===== config.mk =====
export PLATFORM = sky130hd
export DESIGN_NAME = fft_frame_loader_flat
export DESIGN_NICKNAME = d
export VERILOG_FILES = /design/src/rtl/fft_pkg.sv /design/src/rtl/fft_frame_loader_if.sv /design/src/rtl/fft_frame_bank.sv /design/src/rtl/fft_frame_loader.sv /design/src/flat_wrapper.sv
export SDC_FILE = /design/constraint.sdc
export NUM_CORES = 2
export LEC_CHECK = 0
export ABC_AREA = 1
export CORE_ASPECT_RATIO = 0.6
export CORE_UTILIZATION = 35
export DETAILED_ROUTE_END_ITERATION = 8
export PLACE_DENSITY = 0.54
export SYNTH_ARGS = -nofsm -noshare
export SYNTH_HDL_FRONTEND = slang
export SYNTH_SLANG_ARGS = --single-unit
export TNS_END_PERCENT = 20

===== constraint.sdc =====
create_clock -name clk -period 102 [get_ports clk]
set_input_delay 15.3 -clock clk [delete_from_list [all_inputs] [get_ports clk]]
set_output_delay 15.3 -clock clk [all_outputs]
set_load 0.01 [all_outputs]

===== src/rtl/fft_pkg.sv =====
// Shared constants, write-side FSM encoding and the index bit-reversal helper
// for the 16-point FFT input stage.
package fft_pkg;

  localparam int FFT_DATA_W = 16;
  localparam int FFT_N      = 16;
  localparam int FFT_LOG2N  = $clog2(FFT_N);

  typedef enum logic {
    S_FILL = 1'b0,
    S_FULL = 1'b1
  } wr_state_e;

  // Reverses the low nbits bits of idx. The result always fits in nbits bits.
  function automatic int unsigned bitrev(input int unsigned idx,
                                         input int unsigned nbits = FFT_LOG2N);
    int unsigned r;
    r = 0;
    for (int b = 0; b < 32; b++) begin
      if (b < int'(nbits) && idx[b]) begin
        r = r | (32'd1 << (int'(nbits) - 1 - b));
      end
    end
    return r;
  endfunction

endpackage


===== src/rtl/fft_frame_loader_if.sv =====
// Sample stream, frame handshake and parallel frame bus between the sample
// source / butterfly core and the frame loader.
interface fft_frame_loader_if
  import fft_pkg::*;
#(
  parameter int DATA_W = FFT_DATA_W,
  parameter int N      = FFT_N
);

  logic                s_valid;
  logic                s_ready;
  logic [DATA_W-1:0]   s_real;
  logic [DATA_W-1:0]   s_imag;
  logic                s_last;
  logic                frame_done;
  logic                new_input_flag;
  logic [N*DATA_W-1:0] o_frame_real;
  logic [N*DATA_W-1:0] o_frame_imag;
  logic                frame_err;

  modport master (
    output s_valid, s_real, s_imag, s_last, frame_done,
    input  s_ready, new_input_flag, o_frame_real, o_frame_imag, frame_err
  );

  modport slave (
    input  s_valid, s_real, s_imag, s_last, frame_done,
    output s_ready, new_input_flag, o_frame_real, o_frame_imag, frame_err
  );

endinterface


===== src/rtl/fft_frame_bank.sv =====
// One frame buffer: N complex slots, single write port, async clear and
// every slot visible at once on a flat parallel read bus.
module fft_frame_bank
  import fft_pkg::*;
#(
  parameter int DATA_W = FFT_DATA_W,
  parameter int N      = FFT_N,
  parameter int AW     = $clog2(N)
) (
  input  logic                clk,
  input  logic                rst,
  input  logic                we,
  input  logic [AW-1:0]       addr,
  input  logic [DATA_W-1:0]   wr_real,
  input  logic [DATA_W-1:0]   wr_imag,
  output logic [N*DATA_W-1:0] rd_real,
  output logic [N*DATA_W-1:0] rd_imag
);

  logic [DATA_W-1:0] mem_real [N];
  logic [DATA_W-1:0] mem_imag [N];

  // NOTE: this array is reset on purpose -- the bank drives the output frame
  // directly, so it must read as zeros after reset instead of stale contents.
  always_ff @(posedge clk or posedge rst) begin
    if (rst) begin
      for (int i = 0; i < N; i++) begin
        mem_real[i] <= '0;
        mem_imag[i] <= '0;
      end
    end else if (we) begin
      mem_real[addr] <= wr_real;
      mem_imag[addr] <= wr_imag;
    end
  end

  always_comb begin
    for (int i = 0; i < N; i++) begin
      rd_real[i*DATA_W +: DATA_W] = mem_real[i];
      rd_imag[i*DATA_W +: DATA_W] = mem_imag[i];
    end
  end

endmodule


===== src/rtl/fft_frame_loader.sv =====
// Ping-pong frame loader: fills one bank from the sample stream while the
// other bank is presented to the butterflies, swapping on frame boundaries.
module fft_frame_loader
  import fft_pkg::*;
#(
  parameter int DATA_W = FFT_DATA_W,
  parameter int N      = FFT_N,
  parameter int BITREV = 0
) (
  input  logic             clk,
  input  logic             rst,
  fft_frame_loader_if.slave bus
);

  localparam int AW = $clog2(N);

  wr_state_e           state;
  wr_state_e           state_next;
  logic [AW-1:0]       wr_cnt;
  logic [AW-1:0]       wr_addr;
  logic                wr_bank;
  logic                rd_busy;
  logic                wr_full;
  logic                flag_q;
  logic                err_q;

  logic                accept;
  logic                at_last;
  logic                misalign;
  logic                frame_complete;
  logic                swap;
  logic                we0;
  logic                we1;
  logic [N*DATA_W-1:0] b0_real, b0_imag, b1_real, b1_imag;

  always_comb begin
    accept         = bus.s_valid && bus.s_ready;
    at_last        = accept && (wr_cnt == AW'(N - 1));
    misalign       = accept && bus.s_last && (wr_cnt != AW'(N - 1));
    frame_complete = at_last || wr_full;
    // The reading bank is released either already or by frame_done this cycle.
    swap           = frame_complete && (!rd_busy || bus.frame_done);
    wr_addr        = (BITREV != 0) ? AW'(bitrev(32'(wr_cnt), AW)) : wr_cnt;
    // A misaligned sample is dropped together with the partial frame.
    we0            = accept && !misalign && !wr_bank;
    we1            = accept && !misalign &&  wr_bank;
  end

  // Write-side FSM: FILL accepts samples, FULL holds a finished frame until
  // the reading bank frees up.
  always_ff @(posedge clk or posedge rst) begin
    if (rst) state <= S_FILL;
    else     state <= state_next;
  end

  // NOTE: default assignment first so that no path through the case leaves
  // state_next unassigned and infers a latch.
  always_comb begin
    state_next = state;
    case (state)
      S_FILL:  if (at_last && !swap) state_next = S_FULL;
      S_FULL:  if (swap)             state_next = S_FILL;
      default:                       state_next = S_FILL;
    endcase
  end

  always_comb begin
    wr_full     = (state == S_FULL);
    bus.s_ready = !wr_full && !rst;
  end

  // NOTE: sequential state uses non-blocking assignments so every flop here
  // sees the pre-edge values of the others, independent of statement order.
  always_ff @(posedge clk or posedge rst) begin
    if (rst) begin
      wr_cnt  <= '0;
      wr_bank <= 1'b0;
      rd_busy <= 1'b0;
      flag_q  <= 1'b0;
      err_q   <= 1'b0;
    end else begin
      if (swap || misalign || at_last) wr_cnt <= '0;
      else if (accept)                 wr_cnt <= wr_cnt + 1'b1;

      if (swap) wr_bank <= !wr_bank;

      if (swap)                rd_busy <= 1'b1;
      else if (bus.frame_done) rd_busy <= 1'b0;

      flag_q <= swap;

      if (misalign || (at_last && !bus.s_last)) err_q <= 1'b1;
    end
  end

  fft_frame_bank #(.DATA_W(DATA_W), .N(N), .AW(AW)) u_bank0 (
    .clk     (clk),
    .rst     (rst),
    .we      (we0),
    .addr    (wr_addr),
    .wr_real (bus.s_real),
    .wr_imag (bus.s_imag),
    .rd_real (b0_real),
    .rd_imag (b0_imag)
  );

  fft_frame_bank #(.DATA_W(DATA_W), .N(N), .AW(AW)) u_bank1 (
    .clk     (clk),
    .rst     (rst),
    .we      (we1),
    .addr    (wr_addr),
    .wr_real (bus.s_real),
    .wr_imag (bus.s_imag),
    .rd_real (b1_real),
    .rd_imag (b1_imag)
  );

  // Present whichever bank is not being written.
  assign bus.o_frame_real   = wr_bank ? b0_real : b1_real;
  assign bus.o_frame_imag   = wr_bank ? b0_imag : b1_imag;
  assign bus.new_input_flag = flag_q;
  assign bus.frame_err      = err_q;

endmodule

===== src/flat_wrapper.sv =====
// flat-port wrapper written by rule: the top's interface ports become plain ports
module fft_frame_loader_flat import fft_pkg::*;
#(
  parameter int DATA_W = FFT_DATA_W,
  parameter int N      = FFT_N,
  parameter int BITREV = 0
)
  (clk, rst, bus_s_valid, bus_s_real, bus_s_imag, bus_s_last, bus_frame_done, bus_s_ready, bus_new_input_flag, bus_o_frame_real, bus_o_frame_imag, bus_frame_err);
  fft_frame_loader_if #(.DATA_W(DATA_W), .N(N)) bus_i ();
  input  logic clk;
  input  logic rst;
  input wire logic [$bits(bus_i.s_valid)-1:0] bus_s_valid;
  input wire logic [$bits(bus_i.s_real)-1:0] bus_s_real;
  input wire logic [$bits(bus_i.s_imag)-1:0] bus_s_imag;
  input wire logic [$bits(bus_i.s_last)-1:0] bus_s_last;
  input wire logic [$bits(bus_i.frame_done)-1:0] bus_frame_done;
  output wire logic [$bits(bus_i.s_ready)-1:0] bus_s_ready;
  output wire logic [$bits(bus_i.new_input_flag)-1:0] bus_new_input_flag;
  output wire logic [$bits(bus_i.o_frame_real)-1:0] bus_o_frame_real;
  output wire logic [$bits(bus_i.o_frame_imag)-1:0] bus_o_frame_imag;
  output wire logic [$bits(bus_i.frame_err)-1:0] bus_frame_err;
  assign bus_i.s_valid = bus_s_valid;
  assign bus_i.s_real = bus_s_real;
  assign bus_i.s_imag = bus_s_imag;
  assign bus_i.s_last = bus_s_last;
  assign bus_i.frame_done = bus_frame_done;
  assign bus_s_ready = bus_i.s_ready;
  assign bus_new_input_flag = bus_i.new_input_flag;
  assign bus_o_frame_real = bus_i.o_frame_real;
  assign bus_o_frame_imag = bus_i.o_frame_imag;
  assign bus_frame_err = bus_i.frame_err;
  fft_frame_loader #(.DATA_W(DATA_W), .N(N), .BITREV(BITREV)) u_core (.clk(clk), .rst(rst), .bus(bus_i));
endmodule

==> After elaboration in Yosys (flattened, before gate mapping) <==
Index checks and enable logic that the tools add are counted.
{ "word_totals": {"regBits": 1033, "in_bits": 37, "output_inout_bits": 515} }
{ "classes": {"add_sub_neg": 1, "order_cmp": 2, "eq_ne": 2, "muxes": 15, "bitwise": 2, "n_reduce_logical": 26} }
{ "op_table": {"columns": ["operator", "n"], "rows": [
  ["256-bit bitwise mux", 4],
  ["256-bit two-way mux", 2],
  ["16-bit demux with 4-bit select", 1],
  ["16-bit two-way mux", 1],
  ["1-bit logical AND", 12],
  ["4-bit two-way mux", 2],
  ["1-bit zero test", 7],
  ["5-bit >= comparator (second input constant)", 1],
  ["1-bit logical OR", 5],
  ["5-bit by 1-bit less-than comparator with 1-bit output (second input constant)", 1],
  ["4-bit inverter with 5-bit output", 1],
  ["4-bit by 1-bit adder with 4-bit output (second input constant)", 1],
  ["4-bit == test (second input constant)", 1],
  ["1-bit two-way mux", 4],
  ["4-bit inequality test (second input constant)", 1],
  ["2-bit nonzero test", 2],
  ["1-bit case mux with 2 select lines", 1],
  ["1-bit inverter", 1]
]} }

==> Logic depth before layout (Yosys ltp) <==
{ "logic_depth": {"word_depth": 10, "depth_mapped": 8} }

==> Hierarchy <==
From an unflattened synthesis, not the netlist that was laid out.
{ "unflattened": {"hier_cells": 6560, "area_unflattened_um2": 48402.7} }
{ "by_module_without_submodules": {"columns": ["mod", "instances", "cells_per_inst", "area_each_um2", "seq_area_each_um2"], "rows": [
  ["fft_frame_bank", 2, 2425, 20801.2, 12812.3],
  ["fft_frame_loader", 1, 1710, 6800.3, 225.2]
]} }

==> Least setup slack after synthesis <==
No wires, ideal clock.
{ "synth_path": {"path_kind": "input-to-output", "from": "in rst", "to": "out bus_s_ready", "arrival_time_ns": 15.462, "required_ns": 86.700, "path_slack_ns": 71.238, "path_stages": 1, "path_buffers": 0, "path_cell_list": "nor2_2"} }
{ "synth_between": {"elab_chain_cells": 2} }
{ "synth_lines": {"columns": ["element", "line", "text"], "rows": [
  ["start: declaration", "flat_wrapper.sv:11", "input logic rst;"],
  ["1-bit zero test (no line)", null, null],
  ["1-bit logical AND", "fft_frame_loader.sv:69", "bus.s_ready = !wr_full && !rst;"],
  ["end: declaration", "flat_wrapper.sv:17", "output wire logic [$bits(bus_i.s_ready)-1:0] bus_s_ready;"]
]} }
No other way between the ends.

==> Worst setup path in the final report <==
Ends and elaborated chain as after synthesis.

==> impl_metrics.tcl <==
set metrics [dict create \
    antenna_found_initial 10 \
    drc 0 \
    die_h_microns 291 \
    post_cts_buffers 0 \
    rows 105 \
    area_growth_pct 19.7 \
    nets 6529 \
    grt_use_total 0.255 \
    ys_ff_latch 1033 \
    cts_hold_buf 0 \
    drt_first_iter_violations 5954 \
    final_common_cell "nand2_1" \
    grt_pass1_vias 41500 \
    synthesis.area_sq_mm 0.0488 \
    fin_crit_ns 31.87 \
    cts_resized 0 \
    synthCells 6352 \
    routed_via_density 5.36 \
    syn-num-nets 6393 \
    max_freq_mhz 31.4 \
    timing.hold.ws_ns 0.470 \
    final.setup_skew_ns 0.0343 \
    finalSetupTns_ns 0 \
    first_pass_iters 7 \
    htree_levels 3 \
    hold_path_class "reg -> reg" \
    status "finished clean" \
    power-per-cell-area_mw_per_mm2 21.9 \
    initial_core_util 0.355 \
    crit_arrival_ns 16.57 \
    setup_viol 0 \
    core_sq_mm 0.137 \
    crit_type "in -> out" \
    worstSetupEndpointType "output pin" \
    startpoint_type "input port" \
    p_leak_nw 31.0 \
    gr-total-overflow 0 \
    slew_violations 0 \
    fill_cells 13800 \
    ant_nets 0 \
    required_ns 86.70 \
    cts.sinks 1033 \
    vias 45000 \
    wl_per_cell_microns 21.9 \
    synth_seq_area_share 0.530 \
    synth.avg_cell_area_sq_um 7.68 \
    worstMarginPinSlew_ns 1.23 \
    cts_tree "yes" \
    most-common-layout-cells "3,534 x nand2_1, 1,032 x dfrtp_1, 990 x nand4_1, 520 x clkdlybuf4s50_1, 111 x clkbuf_16" \
    antenna-diode-count 0 \
    dp_hpwl_microns 105000 \
    ys_types 21 \
    yosys_warnings 0 \
    grt_start_max_net_pins 229 \
    period_share 0.312 \
    pin_count 552 \
    portBuffers 551 \
    die-width_microns 484 \
    grt_pass1_wl_microns 277000 \
    clockBufferDepth 3 \
    root_buffer "clkbuf_16" \
    drv_cap 0 \
    rsz0062_at_grt "no" \
    irDropWorstVdd_uv 14.6 \
    clk_pin_slew_worst_paths_ns 0.06 \
    die-area_sq_mm 0.141 \
    clock_latency_ns 0.72 \
    wl_microns 184000 \
    max_slew_margin 0.179 \
    power_mw 1.28 \
    gp_congestion 0.770 \
    cts_buffers 108 \
    finalHoldViolCount 0 \
    crit_fanout 2 \
    drive_above_1_share 0.0524 \
]
metal layers:
| layer | wire length, microns | share of wire | global-route usage |
|---|---|---|---|
| met5 | 0 | 0 | 0 |
| met4 | 4350 | 0.024 | 0.0632 |
| met3 | 11500 | 0.063 | 0.0372 |
| met2 | 80800 | 0.44 | 0.375 |
| met1 | 87100 | 0.47 | 0.388 |
critical path: stages:
cell and delay [ns]:
clkdlybuf4s50_1 0.52, nor2_2 0.20, clkdlybuf4s50_1 0.55
report_power, final:
| part | total [mW] | internal [mW] | switching [mW] |
|---|---|---|---|
| sequential | 0.536 | 0.491 | 0.0456 |
| clock | 0.415 | 0.238 | 0.177 |
| combinational | 0.326 | 0.109 | 0.217 |
| total | 1.28 | 0.838 | 0.439 |
stage by stage:
stage,instances,setup WS [ns],utilization,cell area (sq um)
2_1_floorplan,6352,57.63,-,48800
3_3_place_gp,8197,70.11,0.398,54700
3_5_place_dp,8197,70.14,0.398,54700
4_1_cts,8399,70.13,0.425,58400
5_1_grt,8399,70.12,0.425,58400
6_report,8399,70.13,0.425,58400
cells in the mapped netlist:
library cell / n / area, sq um
nand4_1: 990 / 6190
nand2_1: 3536 / 13300
buf_4: 24 / 180
a21oi_2: 1 / 8.76
buf_6: 3 / 33.8
inv_2: 1 / 3.75
nand2_2: 1 / 6.26
xor2_1: 1 / 8.76
nand3_1: 3 / 15.0
buf_2: 175 / 876
nor2_2: 1 / 6.26
buf_1: 31 / 116
dfrtp_1: 1033 / 25800
nand3_2: 1 / 10.0
o21bai_1: 1 / 7.51
ha_1: 4 / 50.1
o31ai_1: 1 / 7.51
clkbuf_1: 405 / 1520
inv_1: 47 / 176
o21ai_0: 67 / 335
nor2_1: 26 / 97.6
flip-flops by register name (all words and copies together), names as in the netlist:
| name | flops |
|---|---|
| u_core.u_bank0.rd_imag | 256 |
| u_core.u_bank0.rd_real | 256 |
| u_core.u_bank1.rd_imag | 256 |
| u_core.u_bank1.rd_real | 256 |
| u_core.wr_addr | 4 |
| u_core.bus.frame_err | 1 |
| u_core.bus.new_input_flag | 1 |
| u_core.rd_busy | 1 |
| u_core.state | 1 |
| u_core.wr_bank | 1 |
area by class of cell:
| class | count | area, sq um | share of cell area |
|---|---|---|---|
| Sequential cell | 1033 | 25900 | 0.443 |
| Multi-Input combinational cell | 4633 | 20100 | 0.345 |
| Timing Repair Buffer | 664 | 6270 | 0.107 |
| Clock buffer | 164 | 3260 | 0.0558 |
| Tap cell | 1819 | 2280 | 0.0390 |
| Clock inverter | 38 | 403 | 0.00690 |
| Inverter | 48 | 195 | 0.00334 |
worst paths after layout:
check                                           startpoint                           to  slack (ns)  cells after the start
max in group asynchronous                              rst  u_core.u_bank0.rd_imag[113]       83.47                      5
worst max register to register              u_core.wr_bank   u_core.u_bank0.rd_real[71]       97.34                      6
worst min register to register  u_core.u_bank0.rd_real[53]   u_core.u_bank0.rd_real[53]        0.47                      2
min in group asynchronous                              rst  u_core.u_bank0.rd_imag[250]       15.15                      2
worst max-delay path                                   rst                  bus_s_ready       70.13                      3
worst min-delay path            u_core.u_bank0.rd_real[53]   u_core.u_bank0.rd_real[53]        0.47                      2
logic make-up after synthesis:
| logic type | count (synthesis) | share of synthesized area |
|---|---|---|
| flops | 1033 | 0.530 |
| simple gates | 4558 | 0.402 |
| fa+ha+maj | 4 | 0.00103 |
| xor+xnor | 1 | 0.000180 |
| compound gates | 70 | 0.00736 |
| buf+inv | 686 | 0.0596 |
No activity file was read; power rests on OpenSTA's default activity.
